**src/rtl/pll_reset_seq_if.sv**
```systemverilog
// pll_reset_seq_if
// Groups the PLL-facing and system-facing signals of the reset sequencer.
//   pll_lock   : raw PLL LOCK output (asynchronous to the sequencer clock)
//   pll_resetb : active-low reset to the PLL
//   sys_rst_n  : active-low reset for the system domain
//   state      : current sequencer state, for debug/LED
//   relock_cnt : saturating count of lock losses and lock timeouts
// The master modport is the sequencer side. The slave modport is the PLL/system side.
interface pll_reset_seq_if;
    logic       pll_lock;
    logic       pll_resetb;
    logic       sys_rst_n;
    logic [1:0] state;
    logic [7:0] relock_cnt;

    modport master (
        input  pll_lock,
        output pll_resetb,
        output sys_rst_n,
        output state,
        output relock_cnt
    );

    modport slave (
        output pll_lock,
        input  pll_resetb,
        input  sys_rst_n,
        input  state,
        input  relock_cnt
    );
endinterface

```
**src/rtl/pll_reset_seq.sv**
```systemverilog
// pll_reset_seq
// Power-up and lock-supervision sequencer for the board PLL. It pulses the PLL
// reset and waits for lock. It releases the system reset only after lock has been
// stable for LOCK_STABLE_CYCLES cycles. If lock is lost, it re-asserts the system
// reset and restarts the PLL. It runs from the reference clock only.
//   clk   : reference clock (the only clock)
//   rst_n : asynchronous active-low reset
//   bus   : pll_reset_seq_if.master (pll_lock in; pll_resetb, sys_rst_n,
//           state, relock_cnt out)
module pll_reset_seq #(
    parameter int PLL_RST_CYCLES     = 16,
    parameter int LOCK_TIMEOUT       = 65536,
    parameter int LOCK_STABLE_CYCLES = 1024
) (
    input  logic              clk,
    input  logic              rst_n,
    pll_reset_seq_if.master   bus
);

    localparam int MAX_A  = (PLL_RST_CYCLES > LOCK_TIMEOUT) ? PLL_RST_CYCLES : LOCK_TIMEOUT;
    localparam int MAX_P  = (MAX_A > LOCK_STABLE_CYCLES) ? MAX_A : LOCK_STABLE_CYCLES;
    localparam int CNT_W  = $clog2(MAX_P) + 1;

    localparam logic [CNT_W-1:0] RST_LAST    = CNT_W'(PLL_RST_CYCLES - 1);
    localparam logic [CNT_W-1:0] TIMEOUT_LAST = CNT_W'(LOCK_TIMEOUT - 1);
    localparam logic [CNT_W-1:0] STABLE_LAST = CNT_W'(LOCK_STABLE_CYCLES - 1);

    typedef enum logic [1:0] {
        PLL_RST   = 2'd0,
        WAIT_LOCK = 2'd1,
        STABLE    = 2'd2,
        RUN       = 2'd3
    } state_t;

    state_t           state_q, state_nxt;
    logic [CNT_W-1:0] cnt_q, cnt_nxt;
    logic [7:0]       relock_q;
    logic             relock_inc;
    logic             pll_resetb_q;
    logic             sys_rst_n_q;
    logic             lock_meta, lock_s;

    // The two-flop synchronizer brings the asynchronous lock into the clk domain.
    always_ff @(posedge clk or negedge rst_n) begin
        if (!rst_n) begin
            lock_meta <= 1'b0;
            lock_s    <= 1'b0;
        end else begin
            lock_meta <= bus.pll_lock;
            lock_s    <= lock_meta;
        end
    end

    // Next-state logic. In STABLE a lock drop wins over the terminal count.
    // In WAIT_LOCK an arriving lock wins over the timeout.
    always_comb begin
        state_nxt  = state_q;
        relock_inc = 1'b0;
        case (state_q)
            PLL_RST: begin
                if (cnt_q == RST_LAST) state_nxt = WAIT_LOCK;
            end
            WAIT_LOCK: begin
                if (lock_s) begin
                    state_nxt = STABLE;
                end else if (cnt_q == TIMEOUT_LAST) begin
                    state_nxt  = PLL_RST;
                    relock_inc = 1'b1;
                end
            end
            STABLE: begin
                if (!lock_s)                    state_nxt = WAIT_LOCK;
                else if (cnt_q == STABLE_LAST)  state_nxt = RUN;
            end
            RUN: begin
                if (!lock_s) begin
                    state_nxt  = PLL_RST;
                    relock_inc = 1'b1;
                end
            end
            default: state_nxt = PLL_RST;
        endcase
    end

    // The shared counter restarts on every state change. It holds in RUN, where
    // nothing is timed, so it can never wrap.
    always_comb begin
        cnt_nxt = cnt_q;
        if (state_nxt != state_q)
            cnt_nxt = '0;
        else if (state_q != RUN)
            cnt_nxt = cnt_q + CNT_W'(1);
    end

    // The outputs are decoded from the next state and registered. They move on the
    // same edge as the state, and sys_rst_n can never glitch high.
    always_ff @(posedge clk or negedge rst_n) begin
        if (!rst_n) begin
            state_q      <= PLL_RST;
            cnt_q        <= '0;
            relock_q     <= 8'd0;
            pll_resetb_q <= 1'b0;
            sys_rst_n_q  <= 1'b0;
        end else begin
            state_q      <= state_nxt;
            cnt_q        <= cnt_nxt;
            pll_resetb_q <= (state_nxt != PLL_RST);
            sys_rst_n_q  <= (state_nxt == RUN);
            if (relock_inc && (relock_q != 8'hFF))
                relock_q <= relock_q + 8'd1;
        end
    end

    assign bus.pll_resetb = pll_resetb_q;
    assign bus.sys_rst_n  = sys_rst_n_q;
    assign bus.state      = state_q;
    assign bus.relock_cnt = relock_q;

endmodule

```
**src/flat_wrapper.sv**
```systemverilog
// flat-port wrapper written by rule: the top's interface ports become plain ports
module pll_reset_seq_flat 
#(
    parameter int PLL_RST_CYCLES     = 16,
    parameter int LOCK_TIMEOUT       = 65536,
    parameter int LOCK_STABLE_CYCLES = 1024
)
  (clk, rst_n, bus_pll_lock, bus_pll_resetb, bus_sys_rst_n, bus_state, bus_relock_cnt);
  pll_reset_seq_if bus_i ();
  input  logic clk;
  input  logic rst_n;
  input wire logic [$bits(bus_i.pll_lock)-1:0] bus_pll_lock;
  output wire logic [$bits(bus_i.pll_resetb)-1:0] bus_pll_resetb;
  output wire logic [$bits(bus_i.sys_rst_n)-1:0] bus_sys_rst_n;
  output wire logic [$bits(bus_i.state)-1:0] bus_state;
  output wire logic [$bits(bus_i.relock_cnt)-1:0] bus_relock_cnt;
  assign bus_i.pll_lock = bus_pll_lock;
  assign bus_pll_resetb = bus_i.pll_resetb;
  assign bus_sys_rst_n = bus_i.sys_rst_n;
  assign bus_state = bus_i.state;
  assign bus_relock_cnt = bus_i.relock_cnt;
  pll_reset_seq #(.PLL_RST_CYCLES(PLL_RST_CYCLES), .LOCK_TIMEOUT(LOCK_TIMEOUT), .LOCK_STABLE_CYCLES(LOCK_STABLE_CYCLES)) u_core (.clk(clk), .rst_n(rst_n), .bus(bus_i));
endmodule
```
**config.mk**
```make
export PLATFORM = sky130hd
export DESIGN_NAME = pll_reset_seq_flat
export DESIGN_NICKNAME = d
export VERILOG_FILES = /design/src/rtl/pll_reset_seq_if.sv /design/src/rtl/pll_reset_seq.sv /design/src/flat_wrapper.sv
export SDC_FILE = /design/constraint.sdc
export NUM_CORES = 1
export LEC_CHECK = 0
export BUFFER_PORTS_ARGS = -buffer_cell sky130_fd_sc_hd__buf_2
export CORE_MARGIN = 2
export CORE_UTILIZATION = 55
export DETAILED_ROUTE_END_ITERATION = 12
export PLACE_DENSITY_LB_ADDON = 0.12
export SLEW_MARGIN = 25
export SYNTH_ARGS = -nofsm -noshare
export SYNTH_HDL_FRONTEND = slang
export SYNTH_SLANG_ARGS = --single-unit
```
**constraint.sdc**
```tcl
create_clock -name clk -period 2.88 [get_ports clk]
set_input_delay 0.576 -clock clk [delete_from_list [all_inputs] [get_ports clk]]
set_output_delay 0.576 -clock clk [all_outputs]
set_load 0.005 [all_outputs]
```
-- Word-level counts from Yosys, hierarchy flattened
Cells that the tools add are included.
- add/subtract/negate cells: 2
- equal/unequal tests: 10
- muxes and demuxes: 13
- reduce and logical (&&, ||, !) cells: 4
- operators with widths (kind ; count):
    two-way mux 17 bit ; 2
    adder 17 x 1 -> 17 bit (second input constant) ; 1
    == test 17 x 10 -> 1 bit (second input constant) ; 1
    == test 17 x 16 -> 1 bit (second input constant) ; 1
    == test 17 x 4 -> 1 bit (second input constant) ; 1
    two-way mux 2 bit ; 6
    adder 8 x 1 -> 8 bit (second input constant) ; 1
    inequality test 8 bit (second input constant) ; 1
    one-hot mux 2 bit (4 select lines) ; 1
    == test 2 bit (second input constant) ; 3
    nonzero test 2 bit ; 2
    two-way mux 1 bit ; 3
    == test 2 x 1 -> 1 bit (second input constant) ; 1
    logical NOT 2 bit ; 1
    inequality test 2 bit ; 1
    inequality test 2 bit (second input constant) ; 1
    one-hot mux 1 bit (2 select lines) ; 1
    logical AND 1 bit ; 1
- register bits: 31
- bits of input ports: 3
- output and inout port bits: 12
- logic and storage cells: 36

-- Logic depth before layout (Yosys ltp)
- depth after elaboration: 6
- gate-level depth with buffers: 10
- mapped depth without buffers: 8

-- Worst setup path before layout
OpenSTA, ideal clock, no wires.
- path kind: reg2reg
- start: register u_core.cnt_q[4]
- end: register u_core.cnt_q[10]
- library setup time: 0.134 ns
- data arrival time: 2.440 ns
- required time: 2.746 ns
- slack: 0.306 ns
- cell stages (with the launch flop): 11
- path buffers: 3
- period minus slack after synthesis: 2.574 ns
- cell sequence: dfrtp_1 buf_4 nand4_2 or4_1 buf_2 nor3_1 ha_1 o21ai_0 mux2i_1 clkbuf_1 nor3_1
- cells in the longest elaborated chain, start to end: 6
- elaborated cells on any way between the ends: 14
- those cells by class: add/sub (1); eq/ne (4); mux (8); reduce/logical (1)
- ends and longest elaborated chain (what ; RTL line ; RTL):
    from (decl) ; pll_reset_seq.sv:36 ; logic [CNT_W-1:0] cnt_q, cnt_nxt;
    from (signal assigned) ; pll_reset_seq.sv:106 ; cnt_q <= cnt_nxt;
    == test 17 x 10 -> 1 bit / == test 17 x 16 -> 1 bit (equally long branches) ; pll_reset_seq.sv:73, pll_reset_seq.sv:66 ;
    two-way mux 2 bit, on equally long branches ; pll_reset_seq.sv:73, pll_reset_seq.sv:66 ;
    two-way mux 2 bit, on equally long branches ; pll_reset_seq.sv:72, pll_reset_seq.sv:64 ;
    one-hot mux 2 bit (4 select lines) ; pll_reset_seq.sv:59 ; case (state_q)
    inequality test 2 bit ; pll_reset_seq.sv:89 ; if (state_nxt != state_q)
    two-way mux 17 bit / nonzero test 2 bit (equally long branches) ; - ;
Parallel ways exist; a longest one is shown, timed or not. The select of a mux whose other input is x is not followed.
A chain may end at the register's enable or synchronous reset.

-- Final worst setup path
- start: register u_core.cnt_q[4]
- end: register u_core.cnt_q[1]
- cells in the longest elaborated chain, start to end: 6
- elaborated cells on any way between the ends: 12
- those cells by class: eq/ne (4); mux (7); reduce/logical (1)
- ends and longest elaborated chain (what ; RTL line):
    == test 17 x 10 -> 1 bit / == test 17 x 16 -> 1 bit (equally long branches) ; pll_reset_seq.sv:73, pll_reset_seq.sv:66
    two-way mux 2 bit, on equally long branches ; pll_reset_seq.sv:73, pll_reset_seq.sv:66
    two-way mux 2 bit, on equally long branches ; pll_reset_seq.sv:72, pll_reset_seq.sv:64
    one-hot mux 2 bit (4 select lines) (*) ; pll_reset_seq.sv:59
    inequality test 2 bit (*) ; pll_reset_seq.sv:89
    two-way mux 17 bit / nonzero test 2 bit (equally long branches) ; -
Mark *: on every way between the ends. The rest lies on a longest branch, timed or not.

==> qor.yml <==
outcome: "finished clean"
ys_types: 37
clock-sinks: 31
overflow: 0
clk_pin_slew_ns: 0.10
reg2reg_from: "u_core.cnt_q[4]$_DFFE_PN0P_"
diodes: 0
clock-root-buffer: "clkbuf_4"
drt_wl_total_um: 3209
cp_max_fo: 17
syn_area_um2: 1609
gp_congestion: 0.8719
synth-seq-cells: 31
clock_skew_ns: 0.01279
fmax_ghz: 0.4011
ioPinCount: 15
dp.cells: 201
worst_pin_slew_ns: 0.6794
portBuffers: 14
nFillCells: 231
critical_path_arrival_ns: 2.71
cp.required_ns: 3.10
core.rowCount: 19
coreArea_um2: 2758
r2r_setup_slack_ns: 0.39
fin_cells: 209
clockBufferDepth: 2
post_cts_buffers: 0
via_count: 1285
nNetsFinal: 183
postCtsHoldBufs: 0
r2r.worst_path.cells: 8
relSlewSlack_pct: 54.70
rsz0062_at_grt: "false"
syn_nets: 171
end_kind: "flop"
holdCritPathClass: "input port to asynchronous set/reset pin"
yosysWarningCount: 0
seq_area_frac_synth_pct: 48.21
grt_pass1_vias: 1227
p_per_area_nw_per_um2: 682.1
via_per_inst: 6.148
path_class: "flop to flop"
grt_max_degree: 32
dr.pass1.iters: 4
min_period_ns: 2.493
maxSlewViolCount: 0
die_area_um2: 3374
start_util_pct: 58.35
cts_tree: "built"
crit_path_start: "u_core.cnt_q[4]$_DFFE_PN0P_"
grt_pass1_wl_um: 5499
hpwl_um: 2206
synthCells: 165
fp.dieW_um: 58.09
final_cell_mix: "31 x dfrtp_1, 16 x nor3_1, 14 x nand2_1, 14 x buf_2"
grt_antenna_before_repair: 0
crit_path_start_kind: "flop"
final_common_cell: "dfrtp_1"
leakage_uw: 0.0008153
cp_cell_sequence: "nand4_2 > or4_1 > nor3_1 > ha_1 > o21ai_0 > mux2i_1 > buf_4 > o31ai_1"
syn_to_final_growth_pct: 10.42
maxCapViolations: 0
drt_iter0_drc: 38
ant_nets: 0
htreeDepth: 2
r2r_end: "u_core.cnt_q[1]$_DFFE_PN0P_"
fp.dieH_um: 58.09
grt_usage_pct: 22.02
vdd_drop_max_mv: 0.6107
finalSetupViolations: 0
drc: 0
period_share_pct: 86.57
cp_slowest_cell: "or4_1"
clk_latency_ns: 0.33
crit_path_max_incr_delay_ns: 0.63
wl_per_cell_um: 15.35
tns_ns: 0
crit_path_end: "u_core.cnt_q[1]$_DFFE_PN0P_"
cts_buffers: 5
syn_area_per_cell_um2: 9.752
drive_above_1_share_pct: 16.29
hold_viol_final: 0
==> per-stage QoR <==
stage	total power, uW	worst slack, ns	util, %	cell area [um2]	hold WS, ns
2_1_floorplan	775.8	0.3059	-	1609	0.2804
3_3_place_gp	848.8	0.3933	61.07	1684	0.3356
3_5_place_dp	865.2	0.2591	61.07	1684	0.3484
4_1_cts	1223	0.2270	64.20	1770	0.2785
5_1_grt	1287	0.1393	64.43	1777	0.3036
6_report	1212	0.3868	64.43	1777	0.2658
==> Yosys cell counts <==
master / count / area share, %
nand2b_1: 2 / 0.78
or3_1: 4 / 1.6
nand4_2: 1 / 0.78
nor2_1: 5 / 1.2
xor2_1: 12 / 6.5
and3_1: 3 / 1.2
o21a_1: 2 / 0.93
ha_1: 3 / 2.3
nor3_1: 16 / 5.0
xnor2_1: 5 / 2.7
nor2b_1: 1 / 0.39
a21o_1: 1 / 0.47
nand2_1: 14 / 3.3
buf_2: 3 / 0.93
nand4_1: 5 / 1.9
o21ai_0: 5 / 1.6
mux2i_1: 1 / 0.62
a211oi_2: 1 / 0.78
nor4_1: 5 / 1.9
nand3_1: 12 / 3.7
clkbuf_1: 7 / 1.6
dfrtp_1: 31 / 48
nor3b_1: 1 / 0.47
a41oi_1: 1 / 0.54
or4_1: 2 / 0.93
mux2_2: 1 / 0.70
o31ai_1: 3 / 1.4
buf_4: 1 / 0.47
inv_1: 5 / 1.2
o41ai_1: 1 / 0.54
a211oi_1: 3 / 1.4
a21oi_1: 1 / 0.31
or4_4: 1 / 0.70
a21boi_0: 2 / 0.93
o221ai_1: 1 / 0.54
and4_1: 2 / 1.1
and2_1: 1 / 0.39
==> state kept, by name (all words and copies together), names as in the netlist <==
signal	flops
u_core.cnt_q	17
u_core.lock_meta	1
u_core.bus.sys_rst_n	1
u_core.lock_s	1
u_core.bus.pll_resetb	1
u_core.bus.relock_cnt	8
u_core.bus.state	2
==> logic make-up (layout without fill, tap and decap cells) <==
| family | count (synthesis) | in the layout | synth area share (%) |
|---|---|---|---|
| AO/OA/AOI/OAI | 21 | 21 | 9.408 |
| XOR/XNOR | 17 | 17 | 9.253 |
| adder cells (fa/ha/maj) | 3 | 3 | 2.333 |
| buffers and inverters | 16 | 29 | 4.199 |
| flip-flops | 31 | 31 | 48.21 |
| multiplexers | 2 | 2 | 1.322 |
| AND/OR/NAND/NOR | 75 | 75 | 25.27 |
==> worst min-delay path by stage <==
| stage | endpoint | cells past startpoint | startpoint | slack [ns] |
|---|---|---|---|---|
| 2_1_floorplan | u_core.bus.pll_resetb$_DFF_PN0_ | 0 | rst_n | 0.28 |
| 3_3_place_gp | u_core.lock_s$_DFF_PN0_ | 0 | u_core.lock_meta$_DFF_PN0_ | 0.34 |
| 3_5_place_dp | u_core.lock_s$_DFF_PN0_ | 0 | u_core.lock_meta$_DFF_PN0_ | 0.35 |
| 4_1_cts | u_core.bus.relock_cnt[4]$_DFFE_PN0P_ | 1 | rst_n | 0.28 |
| 5_1_grt | u_core.bus.relock_cnt[3]$_DFFE_PN0P_ | 1 | rst_n | 0.30 |
| 6_report | u_core.bus.relock_cnt[4]$_DFFE_PN0P_ | 1 | rst_n | 0.27 |
==> what timing repair did <==
item	CTS	global route
endpoints found under the hold margin	0	0
resized for setup	0	1
setup endpoints to repair	0	1
==> layout make-up <==
type	instances	area, um2	share of cell area [%]
clock buffer	6	51.30	2.887
clock inverter	2	35.03	1.972
inverter	5	18.77	1.056
multi-input combinational	118	772.0	43.45
sequential	31	775.7	43.66
tap	31	38.79	2.183
timing repair buffer	16	85.08	4.789
==> layer usage <==
metal  wire [um]  vias to the layer above  track usage [%]
met5           0                        -                0
met4          55                        0            13.62
met3         148                        5            4.688
met2        1432                       35            32.14
met1        1572                      621            29.94
li1            -                      624                -
==> worst max-delay path: cells and delay by family, from the launching register on <==
family | cells | cell delay (ns)
compound gates | 2 | 0.21
flops | 1 | 0.48
buf+inv | 1 | 0.25
fa+ha+maj | 1 | 0.25
mux | 1 | 0.15
simple gates | 3 | 1.03
==> power by group <==
group          switching [uW]  internal [uW]
combinational             142            119
clock                     147            205
sequential               99.0            500
total                     388            824
No activity file was read; power rests on OpenSTA's default activity.
